===== config.mk =====
export PLATFORM = sky130hd
export DESIGN_NAME = craps_round_ctrl
export DESIGN_NICKNAME = d
export VERILOG_FILES = /design/src/rtl/craps_pkg.sv /design/src/rtl/craps_edge_det.sv /design/src/rtl/craps_round_ctrl.sv
export SDC_FILE = /design/constraint.sdc
export NUM_CORES = 1
export LEC_CHECK = 0
export ABC_AREA = 1
export BUFFER_PORTS_ARGS = -buffer_cell sky130_fd_sc_hd__buf_2
export CAP_MARGIN = 20
export CORE_MARGIN = 1.5
export CORE_UTILIZATION = 60
export DETAILED_ROUTE_END_ITERATION = 8
export PLACE_DENSITY = 0.84
export SLEW_MARGIN = 30
export SYNTH_ARGS = -nofsm -noshare
export SYNTH_HDL_FRONTEND = slang
export SYNTH_HIERARCHICAL = 1
export SYNTH_SLANG_ARGS = --single-unit

===== constraint.sdc =====
create_clock -name clk_main -period 3.63 [get_ports clk_main]
set_input_delay 0.1815 -clock clk_main [delete_from_list [all_inputs] [get_ports clk_main]]
set_output_delay 0.1815 -clock clk_main [all_outputs]
set_load 0.05 [all_outputs]

===== src/rtl/craps_pkg.sv =====
// Shared types and constants for the craps round controller.
// Optional bankroll feature is enabled by defining CRAPS_BANKROLL_EN.
package craps_pkg;

    typedef enum logic [2:0] {
        IDLE    = 3'd0,
        ROLL_CO = 3'd1,
        POINT   = 3'd2,
        ROLL_PT = 3'd3,
        DONE    = 3'd4
    } state_t;

    localparam logic [3:0] SUM_SEVEN  = 4'd7;
    localparam logic [3:0] SUM_ELEVEN = 4'd11;
    localparam logic [7:0] BANK_INIT  = 8'd100;
    localparam logic [7:0] BANK_STEP  = 8'd10;

    function automatic logic is_craps(input logic [3:0] s);
        return (s == 4'd2) || (s == 4'd3) || (s == 4'd12);
    endfunction

    function automatic logic face_ok(input logic [2:0] f);
        return (f != 3'd0) && (f != 3'd7);
    endfunction

endpackage


===== src/rtl/craps_edge_det.sv =====
// Rising-edge detector for the enter button; the history register resets high
// so a button held through reset release does not count as a press.
module craps_edge_det (
    input  logic gclk,
    input  logic grst_n,
    input  logic d,
    output logic pulse
);
    logic d_q;

    always_ff @(posedge gclk or negedge grst_n) begin
        if (!grst_n) d_q <= 1'b1;
        else         d_q <= d;
    end

    assign pulse = d & ~d_q;
endmodule


===== src/rtl/craps_round_ctrl.sv =====
// Craps round sequencer: come-out roll, point phase, ack timeout and error pulse.
// Define CRAPS_BANKROLL_EN to add the bank output and game-over press blocking.
module craps_round_ctrl
    import craps_pkg::*;
#(
    parameter int ACK_TIMEOUT = 15,
    parameter int ROLL_W      = 5
) (
    input  logic              clk_main,
    input  logic              reset,
    input  logic              enter,
    output logic              roll_req,
    input  logic              roll_ack,
    input  logic [2:0]        die1,
    input  logic [2:0]        die2,
    output logic              win,
    output logic              lose,
    output logic [3:0]        sum_out,
    output logic [3:0]        point,
    output logic [ROLL_W-1:0] rolls,
    output logic              err
`ifdef CRAPS_BANKROLL_EN
    ,
    output logic [7:0]        bank
`endif
);
    localparam logic [7:0] TO_LAST = 8'(ACK_TIMEOUT - 1);

    state_t     state, state_nxt;
    logic       press, press_ok, new_round;
    logic       gap_q, ack_ok, legal, illegal, timeout_fire;
    logic       win_set, lose_set, point_set;
    logic [7:0] wait_cnt;
    logic [3:0] sum;

    craps_edge_det u_edge (
        .gclk  (clk_main),
        .grst_n(reset),
        .d     (enter),
        .pulse (press)
    );

`ifdef CRAPS_BANKROLL_EN
    assign press_ok = press & (bank != 8'd0);
`else
    assign press_ok = press;
`endif

    // Request is a pure function of state, so an async reset drops it at once.
    assign roll_req     = ((state == ROLL_CO) || (state == ROLL_PT)) && !gap_q;
    assign ack_ok       = roll_req & roll_ack;
    assign legal        = ack_ok & face_ok(die1) & face_ok(die2);
    assign illegal      = ack_ok & ~(face_ok(die1) & face_ok(die2));
    assign sum          = {1'b0, die1} + {1'b0, die2};
    assign timeout_fire = roll_req & ~roll_ack & (wait_cnt == TO_LAST);
    assign new_round    = ((state == IDLE) || (state == DONE)) & press_ok;

    always_comb begin
        state_nxt = state;
        win_set   = 1'b0;
        lose_set  = 1'b0;
        point_set = 1'b0;
        case (state)
            IDLE, DONE: if (press_ok) state_nxt = ROLL_CO;
            POINT:      if (press)    state_nxt = ROLL_PT;
            ROLL_CO: if (legal) begin
                if ((sum == SUM_SEVEN) || (sum == SUM_ELEVEN)) begin
                    win_set   = 1'b1;
                    state_nxt = DONE;
                end else if (is_craps(sum)) begin
                    lose_set  = 1'b1;
                    state_nxt = DONE;
                end else begin
                    point_set = 1'b1;
                    state_nxt = POINT;
                end
            end
            ROLL_PT: if (legal) begin
                if (sum == point) begin
                    win_set   = 1'b1;
                    state_nxt = DONE;
                end else if (sum == SUM_SEVEN) begin
                    lose_set  = 1'b1;
                    state_nxt = DONE;
                end else begin
                    state_nxt = POINT;
                end
            end
            default: state_nxt = IDLE;
        endcase
    end

    always_ff @(posedge clk_main or negedge reset) begin
        if (!reset) begin
            state    <= IDLE;
            gap_q    <= 1'b0;
            wait_cnt <= '0;
            err      <= 1'b0;
            win      <= 1'b0;
            lose     <= 1'b0;
            sum_out  <= '0;
            point    <= '0;
            rolls    <= '0;
        end else begin
            state    <= state_nxt;
            gap_q    <= timeout_fire;
            err      <= illegal | timeout_fire;
            wait_cnt <= (roll_req & ~roll_ack & ~timeout_fire) ? wait_cnt + 8'd1 : 8'd0;
            if (new_round) begin
                win   <= 1'b0;
                lose  <= 1'b0;
                point <= '0;
                rolls <= '0;
            end
            if (legal) begin
                sum_out <= sum;
                if (rolls != {ROLL_W{1'b1}}) rolls <= rolls + ROLL_W'(1);
            end
            if (win_set)   win   <= 1'b1;
            if (lose_set)  lose  <= 1'b1;
            if (point_set) point <= sum;
        end
    end

`ifdef CRAPS_BANKROLL_EN
    always_ff @(posedge clk_main or negedge reset) begin
        if (!reset) begin
            bank <= BANK_INIT;
        end else if (win_set) begin
            bank <= (bank > 8'd255 - BANK_STEP) ? 8'd255 : bank + BANK_STEP;
        end else if (lose_set) begin
            bank <= (bank < BANK_STEP) ? 8'd0 : bank - BANK_STEP;
        end
    end
`endif

endmodule


==> summary.md, run 1 <==
| Metric | Value |
|---|---|
| ANT nets after route | `0` |
| I/O Pins | `27` |
| Num CTS Buffers | `5` |
| CP endpoint kind | `flop` |
| Clk slew on worst S/H paths | `0.09 ns` |
| Lkg Pwr | `1.02 nW` |
| Detailed Route Iter0 Violations | `74` |
| Worst setup path category | `reg -> reg` |
| Main synth FF type | `dfrtp_1` |
| Pre-CTS setup slack | `1.59 ns` |
| # H-tree levels | `2` |
| Largest net degree at the start of global routing | `30` |
| Commonest cells after routing, fill and taps aside | `nand2_1 (65), dfrtp_1 (28), inv_1 (26), buf_2 (26), nand3_1 (20)` |
| Met2 Use GR | `35.5%` |
| Port Buffers | `26` |
| Fin crit share | `49.4%` |
| Leading cell type in the layout, fill and taps excluded | `nand2_1` |
| GP Congestion | `0.893` |
| Min Tclk post-route | `1.79 ns` |
| CP Max Fanout | `11` |
| Setup violations, final | `0` |
| Drc violations | `0` |
| EDFF count, synth | `0` |
| Max cap viols | `0` |
| Vias/cell | `5.19` |
| Area of the core | `2730 sq um` |
| Num rows | `19` |
| CTS Buffer Depth | `2` |
| Worst Path Arrival | `2.02 ns` |
| GRT overflow | `0` |
| Multi-input logic area | `862 sq um` |
| Post-synth top area share | `40.9%` |
| Cell mode on critical path | `nand2_1` |
| FF+latch area | `727 sq um` |
| DP Area | `1870 sq um` |
| Wire length per cell | `11.1 um` |
| Synthesized Nets | `242` |
| Die ar. | `3180 sq um` |
| Final hold violation count | `0` |
| NumNets Final | `275` |
| Cells along the critical path | `inv_2, nand2_4, nor2_4, nand2_2, nor2_2, nand2_1, a21oi_1, or2_0, nand2_1` |
| Worst hold slack | `0.136 ns` |
| Pwr dens | `740 nW/um^2` |
| RSZ-0062 raised after global routing | `false` |
| CTS sink cnt | `29` |
| Req. time, crit path | `3.86 ns` |
| Peak supply drop | `645 uV` |
| Initial antenna violation count | `0` |
| Final Max Slew Viols | `0` |
| Final WL | `3190 um` |
| Share of layout cells above drive strength 1 | `21.3%` |
| Skew-Pair Late Insertion Delay | `0.33 ns` |
| Syn Inst Count | `224` |
| Layout fillers | `234` |
| Post-Layout Inst Area | `1940 sq um` |
| Setup_tns | `0 ns` |
| Met1 GRT Util | `30.3%` |
| Post-synthesis sequential area ratio | `42.4%` |
| DP HPWL | `2390 um` |
| Die width | `56.4 um` |
| First-pass GRT wire length | `5640 um` |
| Cell family with most CP delay | `simple AND/OR/NAND/NOR gates` |
| Vias in the first global route | `1,381` |
| Yosys cell types | `30` |
| Skew final | `0.0118 ns` |
| Async SR Flop Fraction | `100%` |
| Area grow syn2layout | `13.1%` |
| Via count | `1,500` |
| Fmax | `557 MHz` |
| Synthesized flop and latch total | `29` |
| CTS tree | `yes` |
| Sum of buffers and inverters on the critical path | `1` |
| Hold crit path type | `in -> reg` |
| Starting Density | `62.7%` |
| Mapped cell area | `1710 sq um` |
| Drt first pass iters | `4` |
| Synth area leaders | `dfrtp_1 (41%), nand2_1 (14%), nand3_1 (5.8%)` |
| Mean Syn Cell Area | `7.65 sq um` |
| Number of setup buffers added after CTS | `0` |
| Busiest grt layer | `met2` |
| All-Layer GR Usage | `22.6%` |
| Crit start category | `flop` |
| Least-Margin Pin Slew | `0.647 ns` |
| Final core occ | `70.9%` |
| GR Util met3 | `6.91%` |
| Slowest library cell on the worst path | `a21oi_1` |
| Ant diodes | `0` |
| Die Span Y | `56.4 um` |
| Slew margin rel. | `56.9%` |
| Setup ws final | `1.84 ns` |
| Post-synth top area cell | `dfrtp_1` |
| Yosys Warn Count | `6` |
| Status | `finished, final reports clean` |
| Largest stage delay, worst path | `0.40 ns` |
| Root buf cell | `clkbuf_4` |
==> power by group <==
part | internal [mW] | switching [mW] | leakage (nW)
Combinational | 0.198 | 0.558 | 0.601
Clock | 0.0736 | 0.110 | 0.0320
Sequential | 0.418 | 0.0761 | 0.384
Total | 0.689 | 0.745 | 1.02
==> metrics by stage <==
stage,std cells,power [mW]
floorplan,224,1.09
global placement,279,1.24
detailed placement,279,1.25
CTS,289,1.44
global route,289,1.54
finish,289,1.43
==> sequential cells by signal, indices dropped and copies added, names as in the netlist <==
name / cells
sum_out: 4
state: 3
point: 4
gap_q: 1
win: 1
err: 1
lose: 1
wait_cnt: 8
rolls: 5
u_edge/d_q: 1
==> kinds of logic after synthesis <==
| logic type | after synthesis | share of synthesized area (%) |
|---|---|---|
| AO/OA/AOI/OAI | 21 | 6.72 |
| adder cells (fa/ha/maj) | 8 | 6.28 |
| XOR/XNOR | 2 | 1.02 |
| flip-flops | 29 | 42.4 |
| AND/OR/NAND/NOR | 133 | 36.3 |
| buffers and inverters | 31 | 7.23 |
==> worst paths after layout <==
check / cells after the start / slack, ns / to / startpoint
worst max-delay path: 9 / 1.84 / state[1]$_DFFE_PN0P_ / state[2]$_DFFE_PN0P_
worst min register to register: 2 / 0.49 / win$_DFFE_PN0P_ / win$_DFFE_PN0P_
min in group asynchronous: 2 / 0.42 / gap_q$_DFF_PN0_ / reset
worst min-delay path: 4 / 0.14 / gap_q$_DFF_PN0_ / roll_ack
worst max register to register: 9 / 1.84 / state[1]$_DFFE_PN0P_ / state[2]$_DFFE_PN0P_
max in group asynchronous: 2 / 2.78 / wait_cnt[0]$_DFF_PN0_ / reset
==> cells in the mapped netlist, types with 4 or more instances <==
cell	count
nand3_1	20
a21oi_1	7
nor3_1	4
ha_1	7
nand2_1	65
dfrtp_1	28
nor2_1	19
o21ai_0	9
nand2_2	7
inv_1	26
nor2_2	5
==> repair_timing <==
item | in CTS | in global routing
gates resized for setup | 0 | 0
hold endpoints to repair | 29 | 0
setup endpoints to repair | 0 | 0
hold buffers | 2 | 0
==> layout make-up <==
| cell class | count | area share [%] |
|---|---|---|
| clock buffers | 6 | 2.13 |
| flip-flops and latches | 29 | 37.5 |
| repair buffers | 28 | 7.75 |
| inverters | 29 | 5.62 |
| well taps | 31 | 2.00 |
| multi-input cells | 164 | 44.5 |
| clock inverters | 2 | 0.516 |
==> layer usage <==
metal / vias up / wire [um] / part of all wire (%)
li1: 778 / - / -
met5: - / 0 / 0
met3: 4 / 141 / 4.4
met4: 0 / 31 / 0.97
met2: 32 / 1490 / 47
met1: 686 / 1530 / 48
==> tightest hold or removal path, delay by kind of cell <==
family,cells,cell delay (ns)
buffers and inverters,2,0.14
and+or+nand+nor,2,0.10
(Power assumes the default switching activity.)
==> run 2, diff against run 1 <==
- ABC_AREA: 1 -> 0
- CORE_UTILIZATION: 60 -> 51
- PLACE_DENSITY: 0.84 -> 0.76
- clock period: 3.63 -> 1.62 ns (I/O delays scaled with it)
==> summary.md, run 2 <==
| Metric | Value |
|---|---|
| Status | `finished, violations left` |
| Failing checks | `setup timing` |
| Final Power | `4.16 mW (+190%)` |
| Final hold violation count | `0 (unchanged)` |
| CTS sink cnt | `29 (unchanged)` |
| Skew final | `0.00571 ns (-0.00614 ns)` |
| Pre-CTS setup slack | `-0.470 ns (-2.06 ns)` |
| Crit start category | `flop` |
| Setup ws final | `-0.0628 ns (-1.90 ns)` |
| Worst setup path category | `reg -> reg` |
| Largest net degree at the start of global routing | `30 (unchanged)` |
| Area grow syn2layout | `43.8%` |
| Critical Path Source | `state[2]$_DFFE_PN0P_` |
| Post-Layout Cell Count | `296 (+2.4%)` |
| Mapped cell area | `1780 sq um (+4.2%)` |
| Die ar. | `3860 sq um (+21%)` |
| CTS Buffer Depth | `2 (unchanged)` |
| Clk slew on worst S/H paths | `0.09 ns (about the same)` |
| Drt first pass iters | `4 (unchanged)` |
| All-Layer GR Usage | `26.2% (+3.6 points)` |
| ANT nets after route | `0 (unchanged)` |
| Syn Inst Count | `185 (-17%)` |
| Cells along the critical path | `and2b_1, nand2_2, clkinvlp_4, nand4_4, buf_12, nor4_1, a211o_1` |
| FF-to-FF End | `win$_DFFE_PN0P_` |
| Synth area leaders | `dfrtp_1 (39%), mux2i_1 (5.0%), ha_1 (4.9%)` |
| Die width | `62.1 um (+10%)` |
| CTS tree | `yes` |
| Final Max Slew Viols | `0 (unchanged)` |
| GRT overflow | `0 (unchanged)` |
| Drc violations | `0 (unchanged)` |
| Post-Place Cells | `276 (-1.1%)` |
| Peak supply drop | `1040 uV (+62%)` |
| Pwr dens | `1620 nW/um^2 (+120%)` |
| Initial antenna violation count | `0 (unchanged)` |
| Lkg Pwr | `1.18 nW (+16%)` |
| NumNets Final | `267 (-2.9%)` |
| Post-synthesis sequential area ratio | `40.7% (-1.7 points)` |
| Ant diodes | `0 (unchanged)` |
| Share of layout cells above drive strength 1 | `42.0% (+21 points)` |
| Port Buffers | `26 (unchanged)` |
| Synthesized Nets | `203 (-16%)` |
| Commonest cells after routing, fill and taps aside | `buf_4 (31), dfrtp_1 (26), buf_2 (24)` |
| Largest register FFs | `8 (unchanged)` |
| Final WL | `5000 um (+56%)` |
| Skew-Pair Late Insertion Delay | `0.34 ns (about the same)` |
| # H-tree levels | `2 (unchanged)` |
| Slowest library cell on the worst path | `dfrtp_1` |
| DP Area | `2230 sq um (+20%)` |
| Top reg by flops | `wait_cnt` |
| Die Span Y | `62.1 um (+10%)` |
| Min Tclk post-route | `1.68 ns (-0.111 ns)` |
| First-pass GRT wire length | `8050 um (+43%)` |
| Largest registers | `wait_cnt (8), rolls (5)` |
| EDFF count, synth | `0 (unchanged)` |
| Worst Reg2Reg Path Length in Cells | `7 (-2)` |
| Mean Syn Cell Area | `9.64 sq um (+26%)` |
| Post-Layout Inst Area | `2560 sq um (+32%)` |
| Final core occ | `76.9% (+6.0 points)` |
| Fin crit share | `104% (+54 points)` |
| Area of the core | `3340 sq um (+22%)` |
| Synthesized flop and latch total | `29 (unchanged)` |
| R2R Setup Slk | `-0.06 ns (-1.90 ns)` |
| Num CTS Buffers | `5 (unchanged)` |
| CP endpoint kind | `flop` |
| Hold crit path type | `in -> reg` |
| Req. time, crit path | `1.90 ns (-1.96 ns)` |
| Worst setup endpoint | `win$_DFFE_PN0P_` |
| Cell family with most CP delay | `simple AND/OR/NAND/NOR gates` |
| GP Congestion | `0.907 (+1.6%)` |
| Post-synth top area share | `39.3% (-1.6 points)` |
| Least-Margin Pin Slew | `0.656 ns (+0.00946 ns)` |
| Yosys Warn Count | `6 (unchanged)` |
| Root buf cell | `clkbuf_4` |
| Vias/cell | `5.61 (+8.2%)` |
| Main synth FF type | `dfrtp_1` |
| Async SR Flop Fraction | `100% (unchanged)` |
| Yosys cell types | `55 (+83%)` |
| Sum of buffers and inverters on the critical path | `2 (+1)` |
| CP Max Fanout | `6 (-5)` |
| Worst Path Arrival | `1.96 ns (-0.06 ns)` |
| Vias in the first global route | `1,725 (+25%)` |
| CP Depth | `7 (-2)` |
| Via count | `1,662 (+11%)` |
| Post-synth top cells | `dfrtp_1 (28), nand2_1 (20), nor2_1 (17), mux2i_1 (9), nor3_1 (9)` |
| Largest stage delay, worst path | `0.39 ns (about the same)` |
| Slew margin rel. | `56.2% (-0.63 points)` |
| Fmax | `594 MHz (+6.6%)` |
| Leading cell type in the layout, fill and taps excluded | `buf_4` |
| Cell with the most instances after synthesis | `dfrtp_1` |
| FF-to-FF Start | `state[2]$_DFFE_PN0P_` |
| RSZ-0062 raised after global routing | `true` |
| Setup violations, final | `4 (+4)` |
| Post-synth top area cell | `dfrtp_1` |
| Detailed Route Iter0 Violations | `61 (-18%)` |
| Num rows | `21 (+2)` |
| Starting Density | `53.5% (-9.2 points)` |
| Wire length per cell | `16.9 um (+53%)` |
| I/O Pins | `27 (unchanged)` |
| Max cap viols | `0 (unchanged)` |
| DP HPWL | `3270 um (+37%)` |
[run 2: worst min-delay path by stage]
stage | from | end | depth (start not counted)
final | roll_ack | wait_cnt[6]$_DFF_PN0_ | 2
after CTS | roll_ack | wait_cnt[6]$_DFF_PN0_ | 2
after global routing | roll_ack | wait_cnt[6]$_DFF_PN0_ | 2
after global placement | reset | point[1]$_DFFE_PN0P_ | 1
after floorplan | reset | err$_DFF_PN0_ | 0
after detailed placement | reset | sum_out[2]$_DFFE_PN0P_ | 1
[run 2: worst register-to-register path, cell delays in order (launching register included)]
cell,delay [ns]
dfrtp_1,0.39
and2b_1,0.23
nand2_2,0.09
clkinvlp_4,0.10
nand4_4,0.17
buf_12,0.21
nor4_1,0.29
a211o_1,0.15
[run 2: layer usage]
layer | vias to the layer above | GRT usage, % | share of wire, %
li1 | 780 | - | -
met1 | 810 | 31.4 | 41
met2 | 56 | 45.9 | 52
met3 | 16 | 5.43 | 4.0
met4 | 0 | 10.6 | 3.1
met5 | - | 0 | 0
[run 2: logic make-up after synthesis]
group	Yosys count	synth area share, %
AOI/OAI and AO/OA	31	13.0
xor gates and xnor gates	11	5.82
adders and majority gates	8	6.03
buffers and inverters	15	4.00
DFF	29	40.7
muxes	10	5.68
and+or+nand+nor	81	24.8
[run 2: power by group]
group,leakage [nW],total [mW],switching [mW],internal (mW)
combinational,0.761,2.38,1.49,0.896
clock,0.0455,0.625,0.257,0.368
sequential,0.377,1.15,0.214,0.939
total,1.18,4.16,1.96,2.20
[run 2: area by class of cell]
class | instances | area, sq um
Inverter | 7 | 30.0
Clock inverter | 1 | 30.0
Multi-Input combinational cell | 141 | 1170
Timing Repair Buffer | 65 | 492
Clock buffer | 7 | 55.1
Sequential cell | 29 | 729
Fill cell | 215 | 772
Tap cell | 46 | 57.6
[run 2: what timing repair did]
action                     CTS  global route
setup buffers                2             8
hold endpoints to repair    29             0
pin swaps                    6             9
hold buffers                 2             0
cloned                       1             0
setup endpoints to repair    8            14
gates resized for setup      3            22
[run 2: through the flow]
step / hold WS (ns) / TNS [ns]
floorplan: -0.215 / -2.09
global placement: 0.128 / -3.10
detailed placement: 0.144 / -3.42
CTS: 0.000293 / -0.0117
global route: 0.00934 / -0.969
finish: 0.00458 / -0.146
==> run 3, diff against run 2 <==
- REMOVE_ABC_BUFFERS: unset -> 1
==> summary.md, run 3 (synthesis gave the netlist of run 2 again) <==
| Metric | Value |
|---|---|
| Status | `finished, violations left` |
| Failing checks | `setup timing` |
| Die width | `62.1 um (unchanged)` |
| Slowest library cell on the worst path | `fa_2` |
| I/O Pins | `27 (unchanged)` |
| Skew-Pair Late Insertion Delay | `0.34 ns (about the same)` |
| Port Buffers | `26 (unchanged)` |
| Drt first pass iters | `4 (unchanged)` |
| Pwr dens | `1570 nW/um^2 (-3.0%)` |
| Lkg Pwr | `1.18 nW (-0.16%)` |
| CP endpoint kind | `flop` |
| Post-Layout Inst Area | `2460 sq um (-4.1%)` |
| Leading cell type in the layout, fill and taps excluded | `buf_4` |
| Cells along the critical path | `buf_6, ha_4, fa_2, or2_4, o41ai_4, and4b_1, a211oi_2, o31ai_1` |
| Largest registers | `wait_cnt (8), rolls (5)` |
| Final core occ | `73.7% (-3.2 points)` |
| Max cap viols | `0 (unchanged)` |
| CTS Buffer Depth | `2 (unchanged)` |
| Commonest cells after routing, fill and taps aside | `buf_4 (41), dfrtp_1 (28), buf_2 (23)` |
| Hold crit path type | `in -> reg` |
| Num CTS Buffers | `5 (unchanged)` |
| Slew margin rel. | `57.0% (+0.78 points)` |
| Fin crit share | `106% (+2.0 points)` |
| Fmax | `583 MHz (-1.9%)` |
| Largest stage delay, worst path | `0.47 ns (+0.08 ns)` |
| Largest net degree at the start of global routing | `30 (unchanged)` |
| NumNets Final | `273 (+2.2%)` |
| Vias/cell | `5.45 (-2.9%)` |
| Die Span Y | `62.1 um (unchanged)` |
| Share of layout cells above drive strength 1 | `39.8% (-2.2 points)` |
| Skew final | `0.0154 ns (+0.00967 ns)` |
| Final hold violation count | `0 (unchanged)` |
| GP Congestion | `0.831 (-8.4%)` |
| Worst setup path category | `in -> reg` |
| Ant diodes | `0 (unchanged)` |
| Via count | `1,646 (-0.96%)` |
| Setup violations, final | `4 (unchanged)` |
| Wire length per cell | `15.4 um (-8.5%)` |
| Detailed Route Iter0 Violations | `119 (+95%)` |
| Root buf cell | `clkbuf_4` |
| First-pass GRT wire length | `6990 um (-13%)` |
| Vias in the first global route | `1,565 (-9.3%)` |
| Clk slew on worst S/H paths | `0.10 ns (about the same)` |
| All-Layer GR Usage | `22.9% (-3.3 points)` |
| Area of the core | `3340 sq um (unchanged)` |
| CTS tree | `yes` |
| Die ar. | `3860 sq um (unchanged)` |
| Initial antenna violation count | `0 (unchanged)` |
| Final WL | `4660 um (-6.6%)` |
| GRT overflow | `0 (unchanged)` |
| Layout fillers | `239 (+11%)` |
| Crit start category | `input pin` |
| Worst Path Arrival | `1.94 ns (-0.02 ns)` |
| ANT nets after route | `0 (unchanged)` |
| CP Max Fanout | `4 (-2)` |
| DP HPWL | `2850 um (-13%)` |
| Least-Margin Pin Slew | `0.645 ns (-0.0117 ns)` |
| Largest register FFs | `8 (unchanged)` |
| Starting Density | `53.5% (unchanged)` |
| Setup_tns | `-0.121 ns (+0.0253 ns)` |
| Area grow syn2layout | `37.8%` |
| Setup ws final | `-0.0951 ns (-0.0323 ns)` |
| Drc violations | `0 (unchanged)` |
| Final Max Slew Viols | `0 (unchanged)` |
| Num rows | `21 (unchanged)` |
| RSZ-0062 raised after global routing | `true` |
| Top reg by flops | `wait_cnt` |
| # H-tree levels | `2 (unchanged)` |
| DP Area | `2200 sq um (-1.3%)` |
| Peak supply drop | `1220 uV (+17%)` |
| Req. time, crit path | `1.84 ns (-0.06 ns)` |
| CTS sink cnt | `29 (unchanged)` |
| Min Tclk post-route | `1.72 ns (+0.0323 ns)` |
run 3: cell types whose count changed in the layout (fill, tap and decap cells not counted), sizes merged:
cell	change
bufinv	-1
buf	+4
clkinvlp	-1
nand4	+1
clkinv	+2
inv	+1
run 3: metal layers:
layer / global-route usage, % / vias to the layer above / routed length [um]
met2: 39.0 / 54 / 2400
met3: 5.07 / 10 / 216
li1: - / 798 / -
met4: 10.8 / 0 / 135
met5: 0 / - / 0
met1: 27.7 / 784 / 1910
run 3: cell type report:
type                       count  area [sq um]  area share [%]
inverter                       7          28.8            1.17
sequential                    29           727            29.6
clock buffer                   6          41.3            1.68
timing repair buffer          70           488            19.8
multi-input combinational    142          1110            45.0
clock inverter                 2          10.0           0.407
tap                           46          57.6            2.34
run 3: what timing repair did:
item | CTS | global route
pin swaps | 8 | 6
endpoints found under the hold margin | 29 | 0
hold buffers | 2 | 0
setup endpoints to repair | 14 | 15
gates cloned | 0 | 1
gates resized for setup | 14 | 13
setup buffers | 5 | 0
run 3: metrics by stage:
stage	std cells	hold WS, ns	total power [mW]	worst slack [ns]
4_1_cts	301	0.0139	3.69	-0.0438
5_1_grt	302	0.0489	4.09	-0.0715
2_1_floorplan	177	-0.215	2.47	-0.471
6_report	302	0.0499	3.87	-0.0951
3_5_place_dp	286	0.140	3.14	-0.514
3_3_place_gp	286	0.144	3.10	-0.447
run 3: power breakdown:
part | switching (mW) | internal (mW) | leakage, nW
logic | 1.46 | 0.893 | 0.771
registers | 0.158 | 0.935 | 0.379
clock network | 0.263 | 0.165 | 0.0320
run 3: path summary, 6_finish.rpt:
check,start,endpoint,slack [ns],cells after the start
worst max-delay path,die2[0],state[1]$_DFFE_PN0P_,-0.1,8
worst min-delay path,roll_ack,wait_cnt[6]$_DFF_PN0_,0.05,2
worst max register to register,state[0]$_DFFE_PN0P_,state[1]$_DFFE_PN0P_,-0.05,7
worst min register to register,sum_out[2]$_DFFE_PN0P_,sum_out[2]$_DFFE_PN0P_,0.50,2
max in group asynchronous,reset,rolls[1]$_DFF_PN0_,0.89,2
min in group asynchronous,reset,sum_out[2]$_DFFE_PN0P_,0.30,2
run 3: critical path: cells and delay by family:
kind,cells,cell delay [ns]
adders and majority gates,2,0.62
and+or+nand+nor,2,0.58
buffers and inverters,1,0.10
AOI/OAI and AO/OA,3,0.55
